==> config.mk <==
export PLATFORM = sky130hd
export DESIGN_NAME = rr_mux4_arbiter
export DESIGN_NICKNAME = d
export VERILOG_FILES = /design/src/rtl/rr_mux4_pkg.sv /design/src/rtl/rr_mux4_arbiter_mux4_w.sv /design/src/rtl/rr_mux4_arbiter.sv
export SDC_FILE = /design/constraint.sdc
export NUM_CORES = 1
export LEC_CHECK = 0
export CAP_MARGIN = 5
export CORE_MARGIN = 2
export CORE_UTILIZATION = 40
export CTS_BUF_LIST = sky130_fd_sc_hd__clkbuf_4 sky130_fd_sc_hd__clkbuf_8
export CTS_CLUSTER_DIAMETER = 80
export DETAILED_ROUTE_END_ITERATION = 12
export GPL_ROUTABILITY_DRIVEN = 1
export MAX_ROUTING_LAYER = met4
export PLACE_DENSITY = 0.82
export REMOVE_ABC_BUFFERS = 1
export SLEW_MARGIN = 5
export SYNTH_ARGS = -nofsm -noshare
export SYNTH_HDL_FRONTEND = slang
export SYNTH_SLANG_ARGS = --single-unit
==> constraint.sdc <==
create_clock -name clk -period 2.2 [get_ports clk]
set_input_delay 0.44 -clock clk [delete_from_list [all_inputs] [get_ports clk]]
set_output_delay 0.44 -clock clk [all_outputs]
set_load 0.01 [all_outputs]
==> src/rtl/rr_mux4_pkg.sv <==
// Shared types, sizes and the rotating-priority search used by the round-robin mux arbiter.
package rr_mux4_pkg;

    localparam int NUM_REQ = 4;
    localparam int SEL_W   = 2;

    typedef enum logic {
        IDLE = 1'b0,
        BUSY = 1'b1
    } state_t;

    // Index of the first set request found searching ptr+1, ptr+2, ptr+3, ptr (mod 4).
    function automatic logic [SEL_W-1:0] rr_pick(input logic [NUM_REQ-1:0] req,
                                                 input logic [SEL_W-1:0]   ptr);
        logic [SEL_W-1:0] idx;
        logic [SEL_W-1:0] pick;
        logic             found;
        pick  = ptr;
        found = 1'b0;
        for (int k = 1; k <= NUM_REQ; k++) begin
            idx = ptr + SEL_W'(k);
            if (!found && req[idx]) begin
                pick  = idx;
                found = 1'b1;
            end
        end
        return pick;
    endfunction

endpackage

==> src/rtl/rr_mux4_arbiter_mux4_w.sv <==
// WIDTH-bit 4:1 combinational mux carrying the granted requester's data to the shared port.
module mux4_w
    import rr_mux4_pkg::*;
#(
    parameter int WIDTH = 8
) (
    input  logic [NUM_REQ*WIDTH-1:0] data_in,
    input  logic [SEL_W-1:0]         sel,
    output logic [WIDTH-1:0]         data_out
);

    always_comb begin
        case (sel)
            2'd0:    data_out = data_in[0*WIDTH +: WIDTH];
            2'd1:    data_out = data_in[1*WIDTH +: WIDTH];
            2'd2:    data_out = data_in[2*WIDTH +: WIDTH];
            default: data_out = data_in[3*WIDTH +: WIDTH];
        endcase
    end

endmodule

==> src/rtl/rr_mux4_arbiter.sv <==
// Round-robin arbiter granting one of four requesters a burst on a shared valid/ready port.
module rr_mux4_arbiter
    import rr_mux4_pkg::*;
#(
    parameter int WIDTH     = 8,
    parameter int MAX_BEATS = 4
) (
    input  logic                     clk,
    input  logic                     rst_n,
    input  logic [NUM_REQ-1:0]       req,
    input  logic [NUM_REQ-1:0]       last,
    input  logic [NUM_REQ*WIDTH-1:0] data_in,
    output logic [NUM_REQ-1:0]       in_ready,
    output logic [NUM_REQ-1:0]       grant,
    output logic [SEL_W-1:0]         sel,
    output logic                     out_valid,
    input  logic                     out_ready,
    output logic [WIDTH-1:0]         out_data,
    output logic                     out_last
);

    localparam logic [7:0] LAST_BEAT = 8'(MAX_BEATS - 1);

    state_t             state_q,    state_d;
    logic [NUM_REQ-1:0] grant_q,    grant_d;
    logic [SEL_W-1:0]   sel_q,      sel_d;
    logic [SEL_W-1:0]   ptr_q,      ptr_d;
    logic [7:0]         beat_cnt_q, beat_cnt_d;

    logic [SEL_W-1:0]   pick;
    logic               xfer;
    logic               rel;

    assign grant     = grant_q;
    assign sel       = sel_q;
    assign out_valid = (state_q == BUSY) & req[sel_q];
    assign in_ready  = grant_q & {NUM_REQ{out_ready}};
    assign out_last  = last[sel_q] & out_valid;
    assign xfer      = out_valid & out_ready;
    assign pick      = rr_pick(req, ptr_q);

    mux4_w #(.WIDTH(WIDTH)) u_data_mux (
        .data_in  (data_in),
        .sel      (sel_q),
        .data_out (out_data)
    );

    always_comb begin
        state_d    = state_q;
        grant_d    = grant_q;
        sel_d      = sel_q;
        ptr_d      = ptr_q;
        beat_cnt_d = beat_cnt_q;
        rel        = 1'b0;
        case (state_q)
            IDLE: begin
                if (|req) begin
                    state_d       = BUSY;
                    grant_d       = '0;
                    grant_d[pick] = 1'b1;
                    sel_d         = pick;
                    beat_cnt_d    = '0;
                end
            end
            BUSY: begin
                // A withdrawn request releases without a transfer; a stall neither counts nor releases.
                if (!req[sel_q]) begin
                    rel = 1'b1;
                end else if (xfer) begin
                    if (last[sel_q] || (beat_cnt_q == LAST_BEAT)) begin
                        rel = 1'b1;
                    end else begin
                        beat_cnt_d = beat_cnt_q + 8'd1;
                    end
                end
                if (rel) begin
                    state_d    = IDLE;
                    grant_d    = '0;
                    ptr_d      = sel_q;
                    beat_cnt_d = '0;
                end
            end
            default: begin
                state_d = IDLE;
                grant_d = '0;
            end
        endcase
    end

    // Pointer resets to 3 so requester 0 has first priority.
    always_ff @(posedge clk or negedge rst_n) begin
        if (!rst_n) begin
            state_q    <= IDLE;
            grant_q    <= '0;
            sel_q      <= '0;
            ptr_q      <= 2'd3;
            beat_cnt_q <= '0;
        end else begin
            state_q    <= state_d;
            grant_q    <= grant_d;
            sel_q      <= sel_d;
            ptr_q      <= ptr_d;
            beat_cnt_q <= beat_cnt_d;
        end
    end

endmodule

== Yosys cells after proc, flatten, opt, wreduce, memory -nomap -nowiden ==
Index checks and enable logic that the tools add are counted.

* Register bits: 17
* Output and inout bits: 20
* Input bits: 43

* $lt $le $gt $ge: 7
* Add/sub/neg operators: 4
* Equal/unequal tests: 8
* Bitwise logic cells: 5
* Muxes and demuxes: 38
* Reductions and logical operators: 14

{| class="wikitable"
|+ Operators with widths
! cell !! number
|-
| two-way mux 8 bit || 5
|-
| one-hot mux 8 bit (3 select lines) || 1
|-
| < comparator 2 x 3 -> 1 bit, second input constant || 6
|-
| two-way mux 1 bit || 16
|-
| one-hot mux 8 bit (2 select lines) || 1
|-
| binary-select mux 1 bit (select 2 bit) || 6
|-
| adder 8 x 1 -> 8 bit, second input constant || 1
|-
| == test 8 x 2 -> 1 bit, second input constant || 1
|-
| two-way mux 2 bit || 4
|-
| two-way mux 4 bit || 2
|-
| one-hot mux 4 bit (2 select lines) || 1
|-
| inequality test 3 x 1 -> 1 bit, second input constant || 2
|-
| AND reduction 2 bit || 3
|-
| adder 2 bit, second input constant || 2
|-
| AND 4 bit || 1
|-
| logical AND 1 bit || 4
|-
| AND reduction 4 bit || 1
|-
| OR reduction 4 bit || 1
|-
| AND 1 bit || 3
|-
| logical NOT 1 bit || 3
|-
| inequality test 3 x 2 -> 1 bit, second input constant || 1
|-
| adder 2 x 1 -> 2 bit, second input constant || 1
|-
| demux 1 bit (select 2 bit) || 1
|-
| == test 2 x 1 -> 1 bit, second input constant || 1
|-
| 8 further kinds || 8
|}

== Depth between registers and ports, before layout ==
* Depth after elaboration: 19
* Gate-level depth with buffers: 5
* Mapped depth without buffers: 5

== Cells and area by module ==
A second synthesis with hierarchy kept.

* Cell total of the unflattened synthesis: 120
* Area total of the unflattened synthesis: 1267.5 sq um

{| class="wikitable"
|+ Modules (own cells, without submodules)
! module !! area an instance (sq um) !! cells an instance !! seq. area each (sq um) !! instances
|-
| rr_mux4_arbiter || 1071.0 || 110 || 427.9 || 1
|-
| mux4_w || 196.4 || 10 || 0.0 || 1
|}

== Least setup slack after synthesis ==
Ideal clock, no wire load.

* Kind: register -> output
* Start: register sel_q[0] (netlist: sel[0])
* End: output out_last
* Cell stages (with the launch flop): 5
* Arrival: 1548 ps
* Path buffers: 1
* Slack: 212 ps
* Cells stage by stage: dfrtp_1 > mux4_2 > and2_1 > clkbuf_1 > nor3b_1

* Word-level cells in the longest chain between the ends: 4
* Elaborated cells between the ends (all ways): 6

{| class="wikitable"
|+ Ends and longest elaborated chain
! what !! line !! RTL
|-
| from (decl) || rr_mux4_arbiter.sv:26 || <nowiki>logic [SEL_W-1:0] sel_q, sel_d;</nowiki>
|-
| from (signal assigned) || rr_mux4_arbiter.sv:101 || <nowiki>sel_q <= sel_d;</nowiki>
|-
| binary-select mux 1 bit (select 2 bit) || rr_mux4_arbiter.sv:36 || <nowiki>assign out_valid = (state_q == BUSY) & req[sel_q];</nowiki>
|-
| two-way mux 1 bit (implied by the code) || rr_mux4_arbiter.sv:36 ||
|-
| AND 1 bit || rr_mux4_arbiter.sv:36 ||
|-
| via out_valid || rr_mux4_arbiter.sv:16 || <nowiki>output logic out_valid,</nowiki>
|-
| AND 1 bit || rr_mux4_arbiter.sv:38 || <nowiki>assign out_last = last[sel_q] & out_valid;</nowiki>
|-
| to (decl) || rr_mux4_arbiter.sv:19 || <nowiki>output logic out_last</nowiki>
|}

The timed path passes the listed nets, and every way through them passes these cells. The select of a mux whose other input is x is not followed.

== Worst setup path in the final report ==
* Start: register sel_q[0] (netlist: sel[0])
* End: output out_last

* Word-level cells in the longest chain between the ends: 4
* Elaborated cells between the ends (all ways): 6

{| class="wikitable"
|+ Ends and longest elaborated chain
! what !! line
|-
| binary-select mux 1 bit (select 2 bit) || rr_mux4_arbiter.sv:36
|-
| two-way mux 1 bit (implied by the code) || rr_mux4_arbiter.sv:36
|-
| AND 1 bit || rr_mux4_arbiter.sv:36
|-
| AND 1 bit (*) || rr_mux4_arbiter.sv:38
|}

Mark *: on every way between the ends. The rest lies on a longest branch, timed or not. The select of a mux whose other input is x is not followed.

==> results.txt <==
The synthesized netlist occupies a cell area of 1170 sq um. In this run the clock root is driven by a sky130_fd_sc_hd__clkbuf_4. The area inside the core boundary was 2760 sq um; the number of H-tree levels was 1.

The final count of hold timing violations was 0; the total leakage power was 0.838 nW. 0 antenna diodes ended up in the layout. Setup repair after global routing could not meet its margin everywhere. From bottom edge to top edge, the die measures 58.1 microns.

After detailed routing, the total wire length is 3820 microns. The die width is 58.1 microns. The global-route track usage on met3 is 0.0335, and the number of warnings issued by yosys is 0. Counting every sink on the clock net gives 17.

The cell count after synthesis was 115; the arrival time of the worst setup path was 1.75 ns. The worst setup path is captured at an output pin. The initial antenna violation count was 0. The most area-hungry cell type in the Yosys netlist was sky130_fd_sc_hd__dfrtp_1. The share of layout cells above drive strength 1 is 0.242, and the critical-path maximum fanout is 3.

The logs give 0.30 ns for the clock latency at the later pin of the worst-skew pair and 18 for the pin count of the biggest net entering global routing. Sequential element share of the synthesized area: 0.366. The met2 demand-to-capacity share in global routing was 0.443. The final setup violation count came out at 0. The final cycle utilization of the critical path was 0.994. The number of buffers added on ports is 62. At the worst endpoint, the required time is 1.76 ns. For this block, the initial DRC count from the detailed router was 28. Number of inserted filler cells in the final layout: 204.

Counting distinct cell types in the post-synthesis netlist gives 34. The average wire per standard cell was 16.7 microns; the final weighted congestion in routability-driven placement was 0.840. The number of global-route vias before repair is 1371, and the average cell area after synthesis is 10.2 sq um.

The flow ran to the end, and the final reports show no timing, DRC or antenna violations. In the post-route analysis, the smallest setup slack over all paths is 0.0125 ns. The floorplan has 19 rows. Number of buffers on the longest clock path: 2.

For the pin with the worst max-slew slack, the measured transition is 0.362 ns. The number of detailed-routing iterations run before antenna repair came out at 4. The startpoint kind of the worst setup timing path is a register.

After clock tree synthesis, the clock-pin slew on the worst setup and hold paths is 0.11 ns. For the normalized max-slew margin, the log shows 0.756. The tools report the count of final max-slew check failures as 0. Starting density of the core: 0.424. Counting flops and latches in the post-synthesis netlist gives 17. From synthesis to final layout, the design area changed by 72.1%. TritonCTS built the clock tree.

The die area was 3370 sq um; the post-place setup slack was -0.422 ns. The tools report the peak supply drop as 1050 uV. The met1 routing resource usage after global routing is 0.299, and the number of nets still failing antenna checks after routing is 0. Summed over all layers, the global routing overflow is 0.

Power spread over the standard cell area amounts to 1030 nW/um^2. The run gives 0 as the number of maximum-capacitance constraint violations. The share of Yosys cell area claimed by the top area cell type works out to 0.321. The mean number of vias per cell was 5.55; the upper clock frequency limit was 0.457 GHz. The number of top-level pins was 63. Between clock sinks in the finished design, the worst skew comes to 0.00740 ns. The post-layout minimum cycle time is 2.19 ns, and the first-pass GRT wire length is 6370 microns. For the global-route usage over all layers, the log shows 0.255.

Worst min-delay path category: in -> async. The run gives 1272 as the total number of vias. met2 is the most crowded layer. The HPWL after detailed placement is 3020 microns. Clock tree synthesis inserted a total of 3 buffers. The critical path in this run is classified as reg -> out. In the post-synthesis netlist, the biggest area contributors are sky130_fd_sc_hd__dfrtp_1 32%, sky130_fd_sc_hd__mux4_2 17%, sky130_fd_sc_hd__dfstp_2 4.5%. At the end of the flow, the number of nets in the layout was 243. After detailed routing, the number of remaining DRC violations is 0. The worst hold slack is 0.450 ns.
through the flow:
step / setup TNS, ns / cells / total power (W) / utilization / cell area (sq um)
floorplan: -0.176 / 112 / 0.00117 / - / 1160
global placement: -1.96 / 223 / 0.00182 / 0.708 / 1950
detailed placement: -2.93 / 223 / 0.00187 / 0.708 / 1950
CTS: -0.0114 / 228 / 0.00203 / 0.720 / 1980
global route: -0.0941 / 229 / 0.00220 / 0.730 / 2010
finish: 0 / 229 / 0.00207 / 0.730 / 2010
cells in the final DEF (no fill, tap or decap), drive strengths merged, types with 3 or more instances in the layout:
cell           netlist  final
a21oi                8      8
and2                 6      6
buf                  2     22
clkbuf               1      3
clkdlybuf4s15        0      5
clkdlybuf4s50        0     47
dfrtp               15     15
dlygate4sd2          0      7
inv                  9      9
mux2                 4      4
mux4                 9      9
nand2                4      4
nand3                7      7
nor2                 5      5
nor2b                3      3
o21ai                8      8
o22ai                4      4
or3                  6      6
cells in the mapped netlist:
master and n:
sky130_fd_sc_hd__dfrtp_1 15, sky130_fd_sc_hd__inv_1 9, sky130_fd_sc_hd__mux4_2 9, sky130_fd_sc_hd__a21oi_1 8, sky130_fd_sc_hd__o21ai_0 8, sky130_fd_sc_hd__nand3_1 7, sky130_fd_sc_hd__and2_1 6, sky130_fd_sc_hd__or3_1 6
sky130_fd_sc_hd__nor2_1 5, sky130_fd_sc_hd__mux2_2 4, sky130_fd_sc_hd__nand2_1 4, sky130_fd_sc_hd__o22ai_1 4, sky130_fd_sc_hd__nor2b_1 3, sky130_fd_sc_hd__buf_1 2, sky130_fd_sc_hd__dfstp_2 2, sky130_fd_sc_hd__nand2b_1 2
sky130_fd_sc_hd__nand4_1 2, sky130_fd_sc_hd__nor4_1 2, sky130_fd_sc_hd__o211ai_1 2, sky130_fd_sc_hd__a211o_1 1, sky130_fd_sc_hd__a21bo_2 1, sky130_fd_sc_hd__a221o_1 1, sky130_fd_sc_hd__a22o_1 1, sky130_fd_sc_hd__a31o_2 1
sky130_fd_sc_hd__a31oi_2 1, sky130_fd_sc_hd__a32oi_1 1, sky130_fd_sc_hd__clkbuf_1 1, sky130_fd_sc_hd__ha_1 1, sky130_fd_sc_hd__nor3b_1 1, sky130_fd_sc_hd__nor4bb_1 1, sky130_fd_sc_hd__o211a_1 1, sky130_fd_sc_hd__o21a_1 1
sky130_fd_sc_hd__o21bai_1 1, sky130_fd_sc_hd__or2_2 1
kinds of logic (layout without fill, tap and decap cells):
group | after synthesis | after routing | synth area share
AO/OA/AOI/OAI | 32 | 32 | 0.182
adder cells (fa/ha/maj) | 1 | 1 | 0.0107
buffers and inverters | 12 | 95 | 0.0385
flip-flops | 17 | 17 | 0.366
multiplexers | 13 | 13 | 0.212
AND/OR/NAND/NOR | 40 | 40 | 0.191
metal layers:
| metal | vias to the layer above | part of all wire |
|---|---|---|
| met3 | 10 | 0.041 |
| met1 | 613 | 0.40 |
| met2 | 37 | 0.54 |
| met5 | - | 0 |
| met4 | 0 | 0.020 |
| li1 | 612 | - |
cell type report:
cell class	count	area, sq um	area share
tap	31	38.8	0.0193
inverter	9	33.8	0.0168
multi-input combinational	86	708	0.352
clock buffer	3	22.5	0.0112
clock inverter	1	5.00	0.00249
sequential	17	428	0.213
timing repair buffer	82	777	0.386
worst max-delay path, cell delays in order (launching register included):
cell and delay (ns):
sky130_fd_sc_hd__dfrtp_1 0.38, sky130_fd_sc_hd__buf_6 0.10, sky130_fd_sc_hd__mux4_2 0.53, sky130_fd_sc_hd__and2_4 0.17
sky130_fd_sc_hd__nor3b_1 0.13, sky130_fd_sc_hd__buf_2 0.13
registers in the layout (all words and copies together) (netlist names):
register	count
beat_cnt_q	8
grant	4
ptr_q	2
sel	2
state_q	1
power by group:
part / switching, W / internal (W)
Sequential: 0.0000979 / 0.000421
Clock: 0.000109 / 0.0000677
Combinational: 0.000577 / 0.000801
final timing paths:
check	from	slack [ns]	cells after the start	endpoint
min	rst_n	0.45	2	grant[0]
max reg2reg	sel[0]	0.07	6	beat_cnt_q[7]
max in group asynchronous	rst_n	1.48	2	ptr_q[1]
min reg2reg	grant[0]	0.57	2	grant[0]
min in group clk	grant[0]	0.57	2	grant[0]
max	sel[0]	0.01	5	out_last
timing repair:
action | CTS | global route
hold buffers | 0 | 0
endpoints found under the setup margin | 10 | 9
pin swaps | 1 | 2
buffers inserted | 1 | 1
resized for setup | 25 | 9
No activity file was read; power rests on OpenSTA's default activity.
